==> src/rtl/lcd_arb_pkg.sv <==
// Shared definitions for the LCD face arbiter: FSM state encoding, default
// timing parameters and the face codes used by the LCD1602 custom-char table.
package lcd_arb_pkg;

  typedef enum logic [1:0] {
    ST_IDLE  = 2'd0,
    ST_GRANT = 2'd1,
    ST_WRITE = 2'd2,
    ST_GAP   = 2'd3
  } arb_state_t;

  // 1 ms of enforced idle after each write, 20 ms write watchdog, at 50 MHz
  localparam int GAP_CYC_DEF     = 50000;
  localparam int TIMEOUT_CYC_DEF = 1000000;
  localparam int FACE_W_DEF      = 3;

  // Face codes; must match the custom-char slots loaded into the LCD controller
  localparam logic [FACE_W_DEF-1:0] FACE_NEUTRAL = 3'd0;
  localparam logic [FACE_W_DEF-1:0] FACE_HAPPY   = 3'd1;
  localparam logic [FACE_W_DEF-1:0] FACE_SAD     = 3'd2;
  localparam logic [FACE_W_DEF-1:0] FACE_ANGRY   = 3'd3;
  localparam logic [FACE_W_DEF-1:0] FACE_SLEEPY  = 3'd4;
  localparam logic [FACE_W_DEF-1:0] FACE_HUNGRY  = 3'd5;
  localparam logic [FACE_W_DEF-1:0] FACE_SICK    = 3'd6;
  localparam logic [FACE_W_DEF-1:0] FACE_ALARM   = 3'd7;

  function automatic int max2(input int a, input int b);
    return (a > b) ? a : b;
  endfunction

endpackage

==> src/rtl/rr_arbiter.sv <==
// Combinational round-robin arbiter: the first active request found when
// scanning upward from i_ptr (wrapping at N) wins. Generic so other shared
// resources can reuse it.
module rr_arbiter #(
  parameter int N  = 3,
  parameter int IW = (N > 1) ? $clog2(N) : 1
) (
  input  logic [N-1:0]  i_req,
  input  logic [IW-1:0] i_ptr,
  output logic [N-1:0]  o_gnt,
  output logic [IW-1:0] o_idx
);

  logic w_found;

  // Rotating priority scan starting at the pointer position
  always_comb begin
    o_gnt   = '0;
    o_idx   = '0;
    w_found = 1'b0;
    for (int i = 0; i < N; i++) begin
      if (!w_found && i_req[(int'(i_ptr) + i) % N]) begin
        w_found                      = 1'b1;
        o_gnt[(int'(i_ptr) + i) % N] = 1'b1;
        o_idx                        = IW'((int'(i_ptr) + i) % N);
      end
    end
  end

endmodule

==> src/rtl/lcd_face_arbiter.sv <==
// Shares one LCD1602 controller between several face requesters.
//
//   state | meaning
//   IDLE  | waiting for any request; winner chosen round-robin
//   GRANT | one-cycle grant pulse, face sampled, redundancy check
//   WRITE | lcd_ready_o held until done or watchdog expiry
//   GAP   | enforced quiet time between LCD writes, requests ignored
module lcd_face_arbiter
  import lcd_arb_pkg::*;
#(
  parameter int NUM_REQ     = 3,
  parameter int FACE_W      = FACE_W_DEF,
  parameter int GAP_CYC     = GAP_CYC_DEF,
  parameter int TIMEOUT_CYC = TIMEOUT_CYC_DEF
) (
  input  logic                      clk,
  input  logic                      reset,
  input  logic [NUM_REQ-1:0]        req_i,
  input  logic [NUM_REQ*FACE_W-1:0] face_i,
  output logic [NUM_REQ-1:0]        gnt_o,
  output logic                      lcd_ready_o,
  output logic [FACE_W-1:0]         lcd_face_o,
  input  logic                      lcd_done_i,
  output logic                      busy_o,
  output logic                      timeout_o
);

  localparam int PTR_W = $clog2(NUM_REQ);
  // One counter serves both the write watchdog and the gap timer
  localparam int CNT_W = max2(max2($clog2(TIMEOUT_CYC), $clog2(GAP_CYC)), 1);
  localparam logic [CNT_W-1:0] TMO_LAST = CNT_W'(TIMEOUT_CYC - 1);
  localparam logic [CNT_W-1:0] GAP_LAST = CNT_W'(GAP_CYC - 1);
  localparam logic [PTR_W-1:0] PTR_LAST = PTR_W'(NUM_REQ - 1);

  arb_state_t         r_state;
  arb_state_t         w_next;
  logic [CNT_W-1:0]   r_cnt;
  logic [PTR_W-1:0]   r_ptr;
  logic [PTR_W-1:0]   r_win;
  logic [NUM_REQ-1:0] r_gnt_oh;
  logic [FACE_W-1:0]  r_face;
  logic [FACE_W-1:0]  r_last_face;
  logic               r_last_valid;
  logic               r_timeout;

  logic [NUM_REQ-1:0] w_arb_gnt;
  logic [PTR_W-1:0]   w_arb_idx;
  logic [FACE_W-1:0]  w_face_sel;
  logic               w_redundant;
  logic               w_tmo_hit;

  rr_arbiter #(
    .N  (NUM_REQ),
    .IW (PTR_W)
  ) u_rr (
    .i_req (req_i),
    .i_ptr (r_ptr),
    .o_gnt (w_arb_gnt),
    .o_idx (w_arb_idx)
  );

  assign w_face_sel  = face_i[int'(r_win)*FACE_W +: FACE_W];
  assign w_redundant = r_last_valid && (w_face_sel == r_last_face);
  assign w_tmo_hit   = (r_cnt == TMO_LAST);

  // State register
  always_ff @(posedge clk) begin
    if (reset) r_state <= ST_IDLE;
    else       r_state <= w_next;
  end

  // Next-state decode; done takes priority over the watchdog on the same cycle
  always_comb begin
    w_next = r_state;
    unique case (r_state)
      ST_IDLE:  if (|req_i) w_next = ST_GRANT;
      ST_GRANT: w_next = w_redundant ? ST_GAP : ST_WRITE;
      ST_WRITE: if (lcd_done_i || w_tmo_hit) w_next = ST_GAP;
      ST_GAP:   if (r_cnt == GAP_LAST) w_next = ST_IDLE;
      default:  w_next = ST_IDLE;
    endcase
  end

  // Datapath: shared counter, winner/pointer, face and last-shown face tracking
  always_ff @(posedge clk) begin
    if (reset) begin
      r_cnt        <= '0;
      r_ptr        <= '0;
      r_win        <= '0;
      r_gnt_oh     <= '0;
      r_face       <= '0;
      r_last_face  <= '0;
      r_last_valid <= 1'b0;
      r_timeout    <= 1'b0;
    end else begin
      r_timeout <= 1'b0;
      if ((r_state != w_next) || (r_state == ST_IDLE))
        r_cnt <= '0;
      else if (r_cnt != {CNT_W{1'b1}})
        r_cnt <= r_cnt + 1'b1;
      case (r_state)
        ST_IDLE: begin
          if (|req_i) begin
            r_win    <= w_arb_idx;
            r_gnt_oh <= w_arb_gnt;
          end
        end
        ST_GRANT: begin
          r_ptr <= (r_win == PTR_LAST) ? '0 : r_win + 1'b1;
          if (!w_redundant) r_face <= w_face_sel;
        end
        ST_WRITE: begin
          if (lcd_done_i) begin
            r_last_face  <= r_face;
            r_last_valid <= 1'b1;
          end else if (w_tmo_hit) begin
            r_timeout    <= 1'b1;
            r_last_valid <= 1'b0;
          end
        end
        default: ;
      endcase
    end
  end

  // Outputs decoded from state plus registered face/timeout
  always_comb begin
    gnt_o       = (r_state == ST_GRANT) ? r_gnt_oh : '0;
    lcd_ready_o = (r_state == ST_WRITE);
    busy_o      = (r_state != ST_IDLE);
    lcd_face_o  = r_face;
    timeout_o   = r_timeout;
  end

endmodule
==> config.mk <==
export PLATFORM = sky130hd
export DESIGN_NAME = lcd_face_arbiter
export DESIGN_NICKNAME = d
export VERILOG_FILES = /design/src/rtl/lcd_arb_pkg.sv /design/src/rtl/rr_arbiter.sv /design/src/rtl/lcd_face_arbiter.sv
export SDC_FILE = /design/constraint.sdc
export NUM_CORES = 1
export LEC_CHECK = 0
export CORE_UTILIZATION = 45
export DETAILED_ROUTE_END_ITERATION = 6
export GPL_TIMING_DRIVEN = 0
export MAX_ROUTING_LAYER = met4
export PLACE_DENSITY = 0.68
export SYNTH_ARGS = -nofsm -noshare
export SYNTH_HDL_FRONTEND = slang
export SYNTH_SLANG_ARGS = --single-unit
export TNS_END_PERCENT = 30
==> constraint.sdc <==
create_clock -name clk -period 1.7 [get_ports clk]
set_input_delay 0.17 -clock clk [delete_from_list [all_inputs] [get_ports clk]]
set_output_delay 0.17 -clock clk [all_outputs]
set_load 0.01 [all_outputs]
# Word-level counts from Yosys, hierarchy flattened
# Cells that the tools add are included.
[op_classes]
n_addsub = 4
multipliers = 1
div = 3
order_cmp = 6
eq_ne = 9
n_shift = 1
n_mux = 33
n_bitwise = 4
n_reduce_logical = 20
[op_table]
columns = ["operator", "n"]
rows = [
  [">= comparator 32 x 1 -> 1 bit, second input constant", 3],
  ["< comparator 32 x 4 -> 1 bit, second input constant", 3],
  ["modulo 32 x 3 -> 32 bit, second input constant", 2],
  ["modulo 3 x 3 -> 32 bit, second input constant", 1],
  ["adder 20 x 1 -> 20 bit, second input constant", 1],
  ["equality test 20 x 16 -> 1 bit, second input constant", 1],
  ["equality test 20 bit, second input constant", 1],
  ["!= test 20 bit, second input constant", 1],
  ["two-way mux 1 bit", 15],
  ["two-way mux 2 bit", 7],
  ["two-way mux 3 bit", 4],
  ["indexed part select 9 x 5 -> 3 bit", 1],
  ["one-hot mux 2 bit (4 select lines)", 1],
  ["AND reduction 2 bit", 4],
  ["binary-select mux 1 bit (select 2 bit)", 3],
  ["demux 1 bit (select 2 bit)", 3],
  ["equality test 2 bit, second input constant", 3],
  ["logical AND 1 bit", 6],
  ["bitwise OR 3 bit", 2],
  ["OR reduction 3 bit", 2],
  ["multiplier 2 x 2 -> 4 bit, second input constant", 1],
  ["nonzero test 2 bit", 2],
  ["adder 2 x 1 -> 3 bit, second input constant", 1],
  ["adder 2 x 2 -> 3 bit, second input constant", 1],
  ["other kinds (9)", 12],
]
[word_totals]
register_bits = 37
inputBits = 15
output_inout_bits = 9
elab_cells = 90

# Depth between registers and ports, before layout
# Gate-level depths: netlist of the first run.
[logic_depth]
ltp_word = 11
ltp_mapped = 8
depth_no_buf = 7

# Modules after synthesis
# Synthesis of the first run repeated with hierarchy kept, for this count alone.
[hier_totals]
cells_unflattened = 285
hier_area_um2 = 2309.7
[modules_own_cells]
columns = ["module", "instances", "cells_each", "area_each_um2", "seq_area_each_um2"]
rows = [
  ["lcd_face_arbiter", 1, 233, 1976.9, 740.7],
  ["rr_arbiter", 1, 52, 332.8, 0.0],
]

# Least setup slack after synthesis of the first run
# OpenSTA, ideal clock, no wires.
[synth_timing]
path_kind = "register to register"
startpoint = "register r_cnt[0]"
endpoint = "register r_cnt[13]"
arrival_time_ns = 1.775
setup_slack_ns = -0.205
path_stages_with_launch = 9
path_buffers = 2
synth_period_minus_slack_ns = 1.905
cell_sequence = "dfxtp_1 ha_1 and4_1 and2_1 buf_2 and2_1 buf_2 o41ai_1 a21oi_2"
[synth_between]
elab_chain_len = 7
word_cells_on_any_way = 11
classes_between = "1 x add/sub; 4 x eq/ne; 3 x mux; 3 x reduce/logical"
[synth_rtl]
columns = ["element", "line", "source"]
rows = [
  ["start: declaration", "lcd_face_arbiter.sv:37", "logic [CNT_W-1:0] r_cnt;"],
  ["start signal: assignment", "lcd_face_arbiter.sv:100", "r_cnt <= r_cnt + 1'b1;"],
  ["equality test 20 bit", "lcd_face_arbiter.sv:64", "assign w_tmo_hit = (r_cnt == TMO_LAST);"],
  ["logical OR 1 bit", "lcd_face_arbiter.sv:78", "ST_WRITE: if (lcd_done_i || w_tmo_hit) w_next = ST_GAP;"],
  ["two-way mux 2 bit", "lcd_face_arbiter.sv:78", ""],
  ["one-hot mux 2 bit (4 select lines)", "lcd_face_arbiter.sv:75", "unique case (r_state)"],
  ["!= test 2 bit", "lcd_face_arbiter.sv:97", "if ((r_state != w_next) || (r_state == ST_IDLE))"],
  ["logical OR 1 bit", "lcd_face_arbiter.sv:97", ""],
  ["OR reduction 2 bit (no source line)", "n/a", ""],
]
# Parallel ways exist; a longest one is shown, timed or not.
# A chain may end at the register's enable or synchronous reset.

# Worst setup path in the final report of the first run
[layout_timing]
startpoint = "register r_cnt[12]"
endpoint = "register r_cnt[19]"
# The elaborated chain is that of the path after synthesis.

==> out/results.tsv, run 1 <==
stage	metric	value	unit
cts	clk sinks	37	
timing	Post-Route Skew	0.00951	ns
pwr	Pint	1.41	mW
floorplan	# IOs	24	
routing	Iteration-0 DRC Markers	85	
synth	Warnings, synthesis	0	
floorplan	Die Width	74.7	um
pwr	Comb power frac	0.219	
placement	dpl cell area	0.00276	mm^2
critical_path	CP Capture Type	flop	
critical_path	WP data arrival	2.11	ns
timing	Hold Slack	0.284	ns
job	MaxCap Viol Count	0	
pwr	Clock Power Share	0.301	
synth	Commonest cells post-synth	dfxtp_1, nand2_1, a21oi_1	
cts	CTS Buf Count	5	
layout	Layout Cells excl Fill	390	
synth	biggest area consumer among synthesized cells	dfxtp_1	
timing	Worst slew margin	0.690	
pwr	PD cells	661	mW/mm^2
cts	Clock Path Buffers	2	
grt	GRT Total Usage	0.215	
placement	hpwl dp	3.92	mm
grt	GRT overflow	0	
layout	share of layout cells above drive strength 1	0.272	
floorplan	Die Ht	74.7	um
cts	CTS Hold Bufs	0	
pwr	Worst VDD drop	330	uV
timing	Hold Fails Final Rpt	0	
placement	Port Buffers	21	
routing	met1 WL	2.54	mm
critical_path	Critical Path RT	1.88	ns
synth	Synthesized Nets	307	
floorplan	DIE AREA	0.00557	mm^2
timing	RSZ-0062 raised after global routing	true	
placement	dpl cells	378	
layout	final instance area	0.00299	mm^2
cts	CTS root buffer	clkbuf_8	
critical_path	WS Path Type	reg -> reg	
grt	initial antenna violation count	0	
pwr	Switching Fraction	0.285	
synth	Synth Instances	287	
routing	met2 wire length	2.66	mm
cts	clock latency on the worst-skew pair	0.29	ns
critical_path	CP max FO	10	
pwr	part of the power in registers	0.479	
synth	post-synthesis cell type count	63	
synth	prevailing post-synth register cell	dfxtp_1	
timing	FMAX	520	MHz
pwr	leak pwr	1.04	nW
grt	vias in the first global route	1917	
layout	Antenna Cells	0	
routing	DR WL/cell	14.0	um
cts	H-tree lvl count	2	
synth	register area share after synthesis	0.312	
pwr	P_sw	0.563	mW
timing	Final WS setup	-0.223	ns
synth	#FFs+latches synth	37	
synth	EDFF count, synth	0	
synth	top cells by area, synth	dfxtp_1, nand2_1, a21oi_1	
layout	NumNets Final	339	
floorplan	core area	0.00511	mm^2
timing	fin crit period	1.92	ns
grt	first-pass GRT wire length	8.86	mm
routing	routed wire length	5.47	mm
timing	final setup violation count	24	
status	status	complete, but fails checks	
routing	Routed Antenna Nets	0	
cts	clock-pin slew on the worst setup and hold paths	0.07	ns
routing	vias after detailed routing	2170	
placement	GP Congestion	0.831	
routing	Via density	5.56	
grt	pin count of the biggest net entering global routing	11	
routing	# DRC	0	
status	failing checks	negative setup slack	
routing	top sig layer	met4	
cts	CTS tree	done	
synth	most frequent cell after synthesis	dfxtp_1	
synth	Post-synth ARST share	0	
timing	Tightest Pin Transition	0.465	ns
timing	Tcrit/Tclk final	1.13	
routing	DRT Pass-1 Iters	4	
floorplan	row cnt	26	
layout	Core Util, Final	0.585	
synth	area fraction of the dominant cell type after synthesis	0.312	
synth	synthesized area	0.00238	mm^2
min_path	HP Class	in -> reg	
routing	met3 WL	198	um
synth	synthesized area per cell	8.28	um^2
layout	Area growth syn-to-layout	25.8	%
critical_path	CP Launch Type	flop	
timing	Final Slew Violations	0	
floorplan	starting density of the core	0.465	
==> worst paths after layout <==
check,startpoint,to,slack (ns),cells after the start
hold reg to reg,lcd_face_o[0],lcd_face_o[0],0.48,2
setup / recovery,r_cnt[12],r_cnt[19],-0.22,6
hold / removal,req_i[1],r_win[0],0.28,3
setup reg to reg,r_cnt[12],r_cnt[19],-0.22,6
==> through the flow <==
step	setup WS, ns	setup TNS, ns	power [mW]
final	-0.223	-4.82	1.97
after global routing	-0.322	-7.26	2.07
after CTS	-0.238	-5.22	1.98
after detailed placement	-0.356	-6.52	1.37
after global placement	-0.347	-6.13	1.37
after floorplan	-0.116	-2.05	1.24
==> cells in the final DEF, fill, tap and decap left out, types with 3 or more instances in the layout <==
cell type | Yosys | layout
o21ai_0 | 8 | 7
dlymetal6s2s_1 | 0 | 4
a211oi_1 | 7 | 6
or3_1 | 5 | 5
a21oi_1 | 18 | 17
nor2_2 | 9 | 9
nor3_2 | 2 | 3
nor2b_1 | 6 | 5
nor3_1 | 10 | 9
o211ai_1 | 3 | 3
xnor2_1 | 8 | 8
or2_2 | 3 | 3
dfxtp_4 | 0 | 4
clkbuf_8 | 0 | 6
nand2_1 | 30 | 30
inv_1 | 11 | 10
mux2i_1 | 4 | 3
buf_4 | 0 | 9
and2_1 | 7 | 7
a21oi_2 | 5 | 6
nand3_1 | 13 | 13
dfxtp_2 | 0 | 7
and4_1 | 6 | 4
a211oi_2 | 3 | 4
nand2b_1 | 7 | 7
nand4_1 | 6 | 6
dfxtp_1 | 37 | 26
clkbuf_1 | 6 | 6
clkdlybuf4s50_1 | 0 | 17
nor2_1 | 10 | 10
buf_2 | 7 | 4
==> sequential cells by signal, summed over array words and instances (netlist names), 2 cells and up <==
name	count
r_cnt	20
r_last_face	3
r_win	2
r_gnt_oh	3
r_state	2
lcd_face_o	3
r_ptr	2
==> per-layer routing <==
layer  vias up  GRT usage
li1       1120          -
met1      1005      0.267
met2        38      0.354
met3         7     0.0321
met4         0     0.0755
met5         -          -
==> power by group through the flow <==
stage	sequential, mW	combinational, mW	clock, mW
2_1_floorplan	0.959	0.277	0
3_3_place_gp	0.964	0.403	0
3_5_place_dp	0.965	0.404	0
4_1_cts	0.947	0.424	0.604
5_1_grt	0.953	0.482	0.635
6_report	0.946	0.433	0.594
==> critical path, stage by stage, from the launching register on <==
cell	delay, ns
dfxtp_4	0.35
or4b_4	0.56
nor4_4	0.32
a21boi_1	0.11
o211ai_2	0.20
buf_6	0.20
nor3_2	0.06
==> cell type report <==
cell class / instances / area (um^2)
well taps: 70 / 87.6
clock buffers: 8 / 80.1
flip-flops and latches: 37 / 764
inverters: 11 / 41.3
fillers: 475 / 2120
multi-input cells: 224 / 1660
repair buffers: 26 / 258
plain buffers: 14 / 97.6
==> repair_timing <==
action,4_1_cts,5_1_grt
endpoints found under the setup margin,31,33
endpoints found under the hold margin,0,0
resized for setup,14,22
buffers inserted,1,4
pin swaps,3,9
==> cell families after synthesis <==
| family | after synthesis | share of synthesized area |
|---|---|---|
| and+or+nand+nor | 137 | 0.347 |
| AOI/OAI and AO/OA | 67 | 0.204 |
| DFF | 37 | 0.312 |
| buffers and inverters | 26 | 0.0511 |
| xor gates and xnor gates | 8 | 0.0295 |
| muxes | 6 | 0.0263 |
| adders and majority gates | 6 | 0.0305 |
No activity file was read; power rests on OpenSTA's default activity.
==> run 2, diff against run 1 <==
--- a/config.mk
+++ b/config.mk
@@ -5,7 +5,9 @@
 export SDC_FILE = /design/constraint.sdc
 export NUM_CORES = 1
 export LEC_CHECK = 0
+export CAP_MARGIN = 10
 export CORE_UTILIZATION = 45
+export CTS_BUF_LIST = sky130_fd_sc_hd__clkbuf_4
 export DETAILED_ROUTE_END_ITERATION = 6
 export GPL_TIMING_DRIVEN = 0
 export MAX_ROUTING_LAYER = met4
==> out/results.tsv, run 2 (synthesis results as in run 1) <==
stage	metric	value	unit	change
grt	pin count of the biggest net entering global routing	11		unchanged
status	failing checks	negative setup slack		
layout	final instance area	0.00304	mm^2	+1.8%
placement	hpwl dp	3.92	mm	unchanged
grt	vias in the first global route	1972		+2.9%
cts	CTS Buf Count	5		unchanged
min_path	hold_sp	req_i[1]		
timing	final setup violation count	24		unchanged
routing	DR WL/cell	14.9	um	+6.1%
critical_path	RR Endpoint	r_cnt[13]		
routing	vias after detailed routing	2215		+2.1%
timing	Tcrit/Tclk final	1.14		+0.0115
pwr	PD cells	616	mW/mm^2	-6.8%
layout	Largest register FFs	20		unchanged
cts	Clock Path Buffers	2		unchanged
layout	Layout Cells excl Fill	397		+1.8%
status	status	complete, but fails checks		
layout	Antenna Cells	0		unchanged
layout	share of layout cells above drive strength 1	0.318		+0.0462
layout	NumNets Final	346		+2.1%
pwr	Worst VDD drop	416	uV	+26%
critical_path	Worst Setup SP	r_cnt[17]		
floorplan	row cnt	26		unchanged
critical_path	Critical Path RT	1.94	ns	+0.06 ns
layout	Top reg by flops	r_cnt		
floorplan	# IOs	24		unchanged
timing	FMAX	515	MHz	-1.0%
timing	Hold Fails Final Rpt	0		unchanged
placement	Port Buffers	21		unchanged
layout	most common cell after layout, fill and taps aside	nand2_1		
timing	RSZ-0062 raised after global routing	true		
routing	DRT Pass-1 Iters	4		unchanged
cts	CTS root buffer	clkbuf_4		
floorplan	Die Ht	74.7	um	unchanged
cts	CTS tree	done		
floorplan	core area	0.00511	mm^2	unchanged
placement	dpl cells	378		unchanged
cts	clk sinks	37		unchanged
timing	Worst slew margin	0.705		+0.0152
cts	clock-pin slew on the worst setup and hold paths	0.11	ns	+0.04 ns
timing	Tightest Pin Transition	0.442	ns	-0.0229 ns
layout	most frequent cells in the layout	nand2_1, dfxtp_1, a21oi_1, clkdlybuf4s50_1, nand3_1		
timing	Final WS setup	-0.242	ns	-0.0195 ns
pwr	leak pwr	1.03	nW	about the same
layout	Area growth syn-to-layout	28.0	%	
grt	initial antenna violation count	0		unchanged
critical_path	Worst R2R Start	r_cnt[17]		
placement	GP Congestion	0.831		unchanged
cts	clock latency on the worst-skew pair	0.35	ns	+0.06 ns
pwr	Overall Power	1.87	mW	-5.1%
floorplan	Die Width	74.7	um	unchanged
routing	routed wire length	5.91	mm	+8.0%
timing	Post-Route Skew	0.0143	ns	+0.00475 ns
grt	GRT Total Usage	0.220		+0.00554
critical_path	Worst Reg-to-Reg Cells	7		+1
critical_path	critical path endpoint	r_cnt[13]		
critical_path	WS Path Type	reg -> reg		
critical_path	WP data arrival	2.18	ns	+0.07 ns
min_path	HP Class	in -> reg		
routing	Iteration-0 DRC Markers	74		-13%
critical_path	R2R Setup Slk	-0.24	ns	-0.02 ns
routing	Routed Antenna Nets	0		unchanged
timing	fin crit period	1.94	ns	+0.0195 ns
placement	dpl cell area	0.00276	mm^2	unchanged
grt	GRT overflow	0		unchanged
floorplan	DIE AREA	0.00557	mm^2	unchanged
routing	Via density	5.58		+0.27%
critical_path	CP max FO	5		-5
job	MaxCap Viol Count	0		unchanged
critical_path	CP Launch Type	flop		
timing	Final Slew Violations	0		unchanged
grt	first-pass GRT wire length	9.12	mm	+3.0%
floorplan	starting density of the core	0.465		unchanged
cts	H-tree lvl count	2		unchanged
routing	# DRC	0		unchanged
critical_path	CP Capture Type	flop		
## run 2: what timing repair did
| action | CTS | global route |
|---|---|---|
| cloned | 2 | 0 |
| pin swaps | 17 | 7 |
| buffers inserted | 6 | 4 |
| hold buffers | 0 | 0 |
| resized for setup | 30 | 22 |
| endpoints found under the setup margin | 32 | 28 |
## run 2: stage by stage
stage / setup WS [ns] / utilization / TNS (ns) / hold slack (ns)
after floorplan: -0.116 / - / -2.05 / 0.243
after global placement: -0.347 / 0.541 / -6.13 / 0.468
after detailed placement: -0.356 / 0.541 / -6.52 / 0.468
after CTS: -0.244 / 0.576 / -5.17 / 0.221
after global routing: -0.303 / 0.596 / -6.90 / 0.270
final: -0.242 / 0.596 / -5.25 / 0.223
## run 2: where the power goes
group | leakage [nW] | internal [mW] | switching [mW]
Sequential | 0.310 | 0.902 | 0.0410
Clock | 0.0368 | 0.213 | 0.280
Combinational | 0.688 | 0.216 | 0.222
## run 2: final cells by class
class / count / area (um^2)
Fill cell: 480 / 2070
Multi-Input combinational cell: 224 / 1660
Sequential cell: 37 / 776
Tap cell: 70 / 87.6
Clock buffer: 8 / 60.1
Inverter: 11 / 41.3
Timing Repair Buffer: 33 / 305
Buffer: 14 / 109
## run 2: how the worst min path moves through the flow
| stage | slack (ns) | cells past startpoint | to |
|---|---|---|---|
| 6_report | 0.22 | 3 | r_win[0] |
| 5_1_grt | 0.27 | 3 | r_win[0] |
| 4_1_cts | 0.22 | 3 | r_win[0] |
| 3_5_place_dp | 0.47 | 2 | lcd_face_o[0] |
| 3_3_place_gp | 0.47 | 2 | r_ptr[0] |
| 2_1_floorplan | 0.24 | 1 | lcd_face_o[0] |
## run 2: worst max-delay path: stages (launching register included)
cell      delay [ns]
dfxtp_1         0.39
or4b_4          0.52
nor4_4          0.32
a21boi_1        0.12
o211ai_2        0.16
buf_6           0.16
buf_6           0.14
a21oi_2         0.03
## run 2: layer usage
layer,global-route usage,up-vias,routed length (um),share of wire
li1,-,1138,-,-
met1,0.269,1035,2690,0.45
met2,0.373,35,2990,0.51
met3,0.0321,7,171,0.029
met4,0.0692,0,63,0.011
met5,-,-,0,0
==> run 3, diff against run 2 <==
--- a/config.mk
+++ b/config.mk
@@ -6,12 +6,11 @@
 export NUM_CORES = 1
 export LEC_CHECK = 0
 export CAP_MARGIN = 10
-export CORE_UTILIZATION = 45
+export CORE_UTILIZATION = 53
 export CTS_BUF_LIST = sky130_fd_sc_hd__clkbuf_4
 export DETAILED_ROUTE_END_ITERATION = 6
 export GPL_TIMING_DRIVEN = 0
-export MAX_ROUTING_LAYER = met4
-export PLACE_DENSITY = 0.68
+export PLACE_DENSITY = 0.78
 export SYNTH_ARGS = -nofsm -noshare
 export SYNTH_HDL_FRONTEND = slang
 export SYNTH_SLANG_ARGS = --single-unit
==> out/results.tsv, run 3 (synthesis results as in run 1) <==
stage	metric	value	unit	change
status	status	complete, but fails checks		
status	failing checks	negative setup slack		
critical_path	critical path, cell by cell	or4b_4 -> nor4_4 -> buf_4 -> a31o_1 -> a21boi_2 -> o31a_1		
critical_path	Crit-path slowest cell	or4b_4		
layout	Antenna Cells	0		unchanged
placement	dpl cell area	0.00274	mm^2	-0.91%
layout	most frequent cells in the layout	nand2_1, dfxtp_1, a21oi_1, clkdlybuf4s50_1, nand3_1		
routing	DRT Pass-1 Iters	4		unchanged
critical_path	max incr delay on CP	0.55	ns	+0.03 ns
critical_path	CP max FO	4		-1
critical_path	Worst path top cell family by delay	simple AND/OR/NAND/NOR gates		
pwr	Worst VDD drop	513	uV	+23%
pwr	P_sw	0.563	mW	+3.7%
cts	clock latency on the worst-skew pair	0.33	ns	-0.02 ns
critical_path	worst path bufs/invs	1		-1
grt	grt met3 use	0.0576		+0.0254
critical_path	R2R Setup Slk	-0.24	ns	about the same
routing	DR WL/cell	15.8	um	+5.9%
pwr	part of the power in registers	0.507		+0.004
placement	GP Congestion	0.819		-1.4%
timing	Post-Route Skew	0.00472	ns	-0.00953 ns
pwr	Pint	1.30	mW	-2.4%
critical_path	WS Path Type	reg -> reg		
grt	gr busiest metal	met2		
placement	dpl cells	358		-5.3%
routing	routed wire length	5.88	mm	-0.52%
critical_path	CP Launch Type	flop		
pwr	Clock Power Share	0.241		-0.022
routing	Routed Antenna Nets	0		unchanged
timing	Final Slew Violations	0		unchanged
timing	Worst slew margin	0.714		+0.00861
critical_path	WP data arrival	2.17	ns	about the same
timing	Final WS setup	-0.239	ns	+0.00314 ns
pwr	Comb power frac	0.252		+0.018
critical_path	RR Endpoint	r_state[0]		
layout	Area growth syn-to-layout	25.3	%	
layout	share of layout cells above drive strength 1	0.300		-0.0177
placement	hpwl dp	4.02	mm	+2.4%
timing	fin crit period	1.94	ns	-0.00314 ns
timing	setup TNS after final layout	-5.05	ns	+0.198 ns
floorplan	# IOs	24		unchanged
floorplan	Die Ht	69.0	um	-7.6%
critical_path	Worst R2R Start	r_cnt[16]		
grt	GR Util met2	0.468		+0.0951
cts	CTS Hold Bufs	0		unchanged
floorplan	row cnt	23		-12%
grt	GRT Total Usage	0.257		+0.0369
timing	Tightest Pin Transition	0.429	ns	-0.0129 ns
layout	Top reg by flops	r_cnt		
grt	pin count of the biggest net entering global routing	11		unchanged
routing	Via density	6.12		+9.6%
cts	clk sinks	37		unchanged
grt	vias in the first global route	2018		+2.3%
timing	FMAX	516	MHz	+0.16%
grt	met1 Use GR	0.300		+0.0307
pwr	Switching Fraction	0.302		+0.0126
grt	first-pass GRT wire length	9.07	mm	-0.60%
floorplan	starting density of the core	0.573		+0.108
cts	clock-pin slew on the worst setup and hold paths	0.11	ns	about the same
min_path	Hold Path Cell Cnt	3		unchanged
floorplan	Die Width	69.0	um	-7.6%
routing	Iteration-0 DRC Markers	175		+140%
pwr	leak pwr	1.03	nW	-0.43%
grt	initial antenna violation count	0		unchanged
min_path	Hold Crit Endpoint	r_win[0]		
pwr	PD cells	625	mW/mm^2	+1.5%
cts	CTS root buffer	clkbuf_4		
placement	Port Buffers	21		unchanged
cts	CTS Buf Count	5		unchanged
layout	final instance area	0.00298	mm^2	-2.1%
min_path	hold_sp	req_i[1]		
floorplan	DIE AREA	0.00475	mm^2	-15%
layout	Layout Cells excl Fill	373		-6.0%
job	MaxCap Viol Count	0		unchanged
critical_path	Worst Reg-to-Reg Cells	6		-1
cts	Clock Path Buffers	2		unchanged
grt	GRT overflow	0		unchanged
min_path	HP Class	in -> reg		
layout	NumNets Final	343		-0.87%
timing	final setup violation count	25		+4.2%
cts	H-tree lvl count	2		unchanged
floorplan	core area	0.00414	mm^2	-19%
routing	vias after detailed routing	2281		+3.0%
critical_path	CP Capture Type	flop		
cts	CTS tree	done		
routing	# DRC	0		unchanged
critical_path	Critical Path RT	1.93	ns	about the same
timing	RSZ-0062 raised after global routing	true		
layout	most common cell after layout, fill and taps aside	nand2_1		
timing	Tcrit/Tclk final	1.14		-0.00185
timing	Hold Fails Final Rpt	0		unchanged
layout	Largest register FFs	20		unchanged
run 3: per-stage QoR:
step | hold slack (ns) | power (mW) | worst slack [ns] | utilization
after detailed placement | 0.463 | 1.37 | -0.341 | 0.661
after global placement | 0.470 | 1.36 | -0.308 | 0.661
final | 0.255 | 1.86 | -0.239 | 0.719
after global routing | 0.272 | 1.96 | -0.307 | 0.719
after CTS | 0.249 | 1.85 | -0.249 | 0.699
after floorplan | 0.243 | 1.24 | -0.116 | -
run 3: routing by layer:
metal | wire (um) | share of wire
met1 | 2650 | 0.45
met2 | 2870 | 0.49
met3 | 302 | 0.051
met4 | 60 | 0.010
met5 | 0 | 0
run 3: how the worst max path moves through the flow:
stage	startpoint	to	slack, ns	depth (start not counted)
2_1_floorplan	r_ptr[0]	r_gnt_oh[0]	-0.12	7
3_3_place_gp	r_cnt[3]	r_cnt[19]	-0.31	8
3_5_place_dp	r_cnt[3]	r_cnt[19]	-0.34	8
4_1_cts	r_cnt[12]	r_state[0]	-0.25	6
5_1_grt	r_cnt[16]	r_cnt[2]	-0.31	7
6_report	r_cnt[16]	r_state[0]	-0.24	6
run 3: power by group through the flow:
stage / Combinational (mW) / Sequential (mW) / Clock, mW
6_report: 0.469 / 0.943 / 0.449
5_1_grt: 0.506 / 0.950 / 0.506
4_1_cts: 0.447 / 0.944 / 0.460
3_5_place_dp: 0.408 / 0.965 / 0
3_3_place_gp: 0.402 / 0.963 / 0
2_1_floorplan: 0.277 / 0.959 / 0
run 3: timing repair:
| action | CTS | global route |
|---|---|---|
| gates resized for setup | 26 | 24 |
| endpoints found under the setup margin | 32 | 30 |
| pin swaps | 4 | 15 |
| setup buffers | 5 | 2 |
| gates cloned | 2 | 0 |
run 3: worst min-delay path, delay by kind of cell:
family,cells,cell delay [ns]
buffers and inverters,1,0.17
AOI/OAI and AO/OA,2,0.22
run 3: area by class of cell:
class                   count  area, um^2
clock buffers               6        45.0
multi-input cells         224        1660
flip-flops and latches     37         772
plain buffers              14        98.8
clock inverters             1        3.75
well taps                  50        62.6
fillers                   343        1170
inverters                  11        43.8
repair buffers             30         290
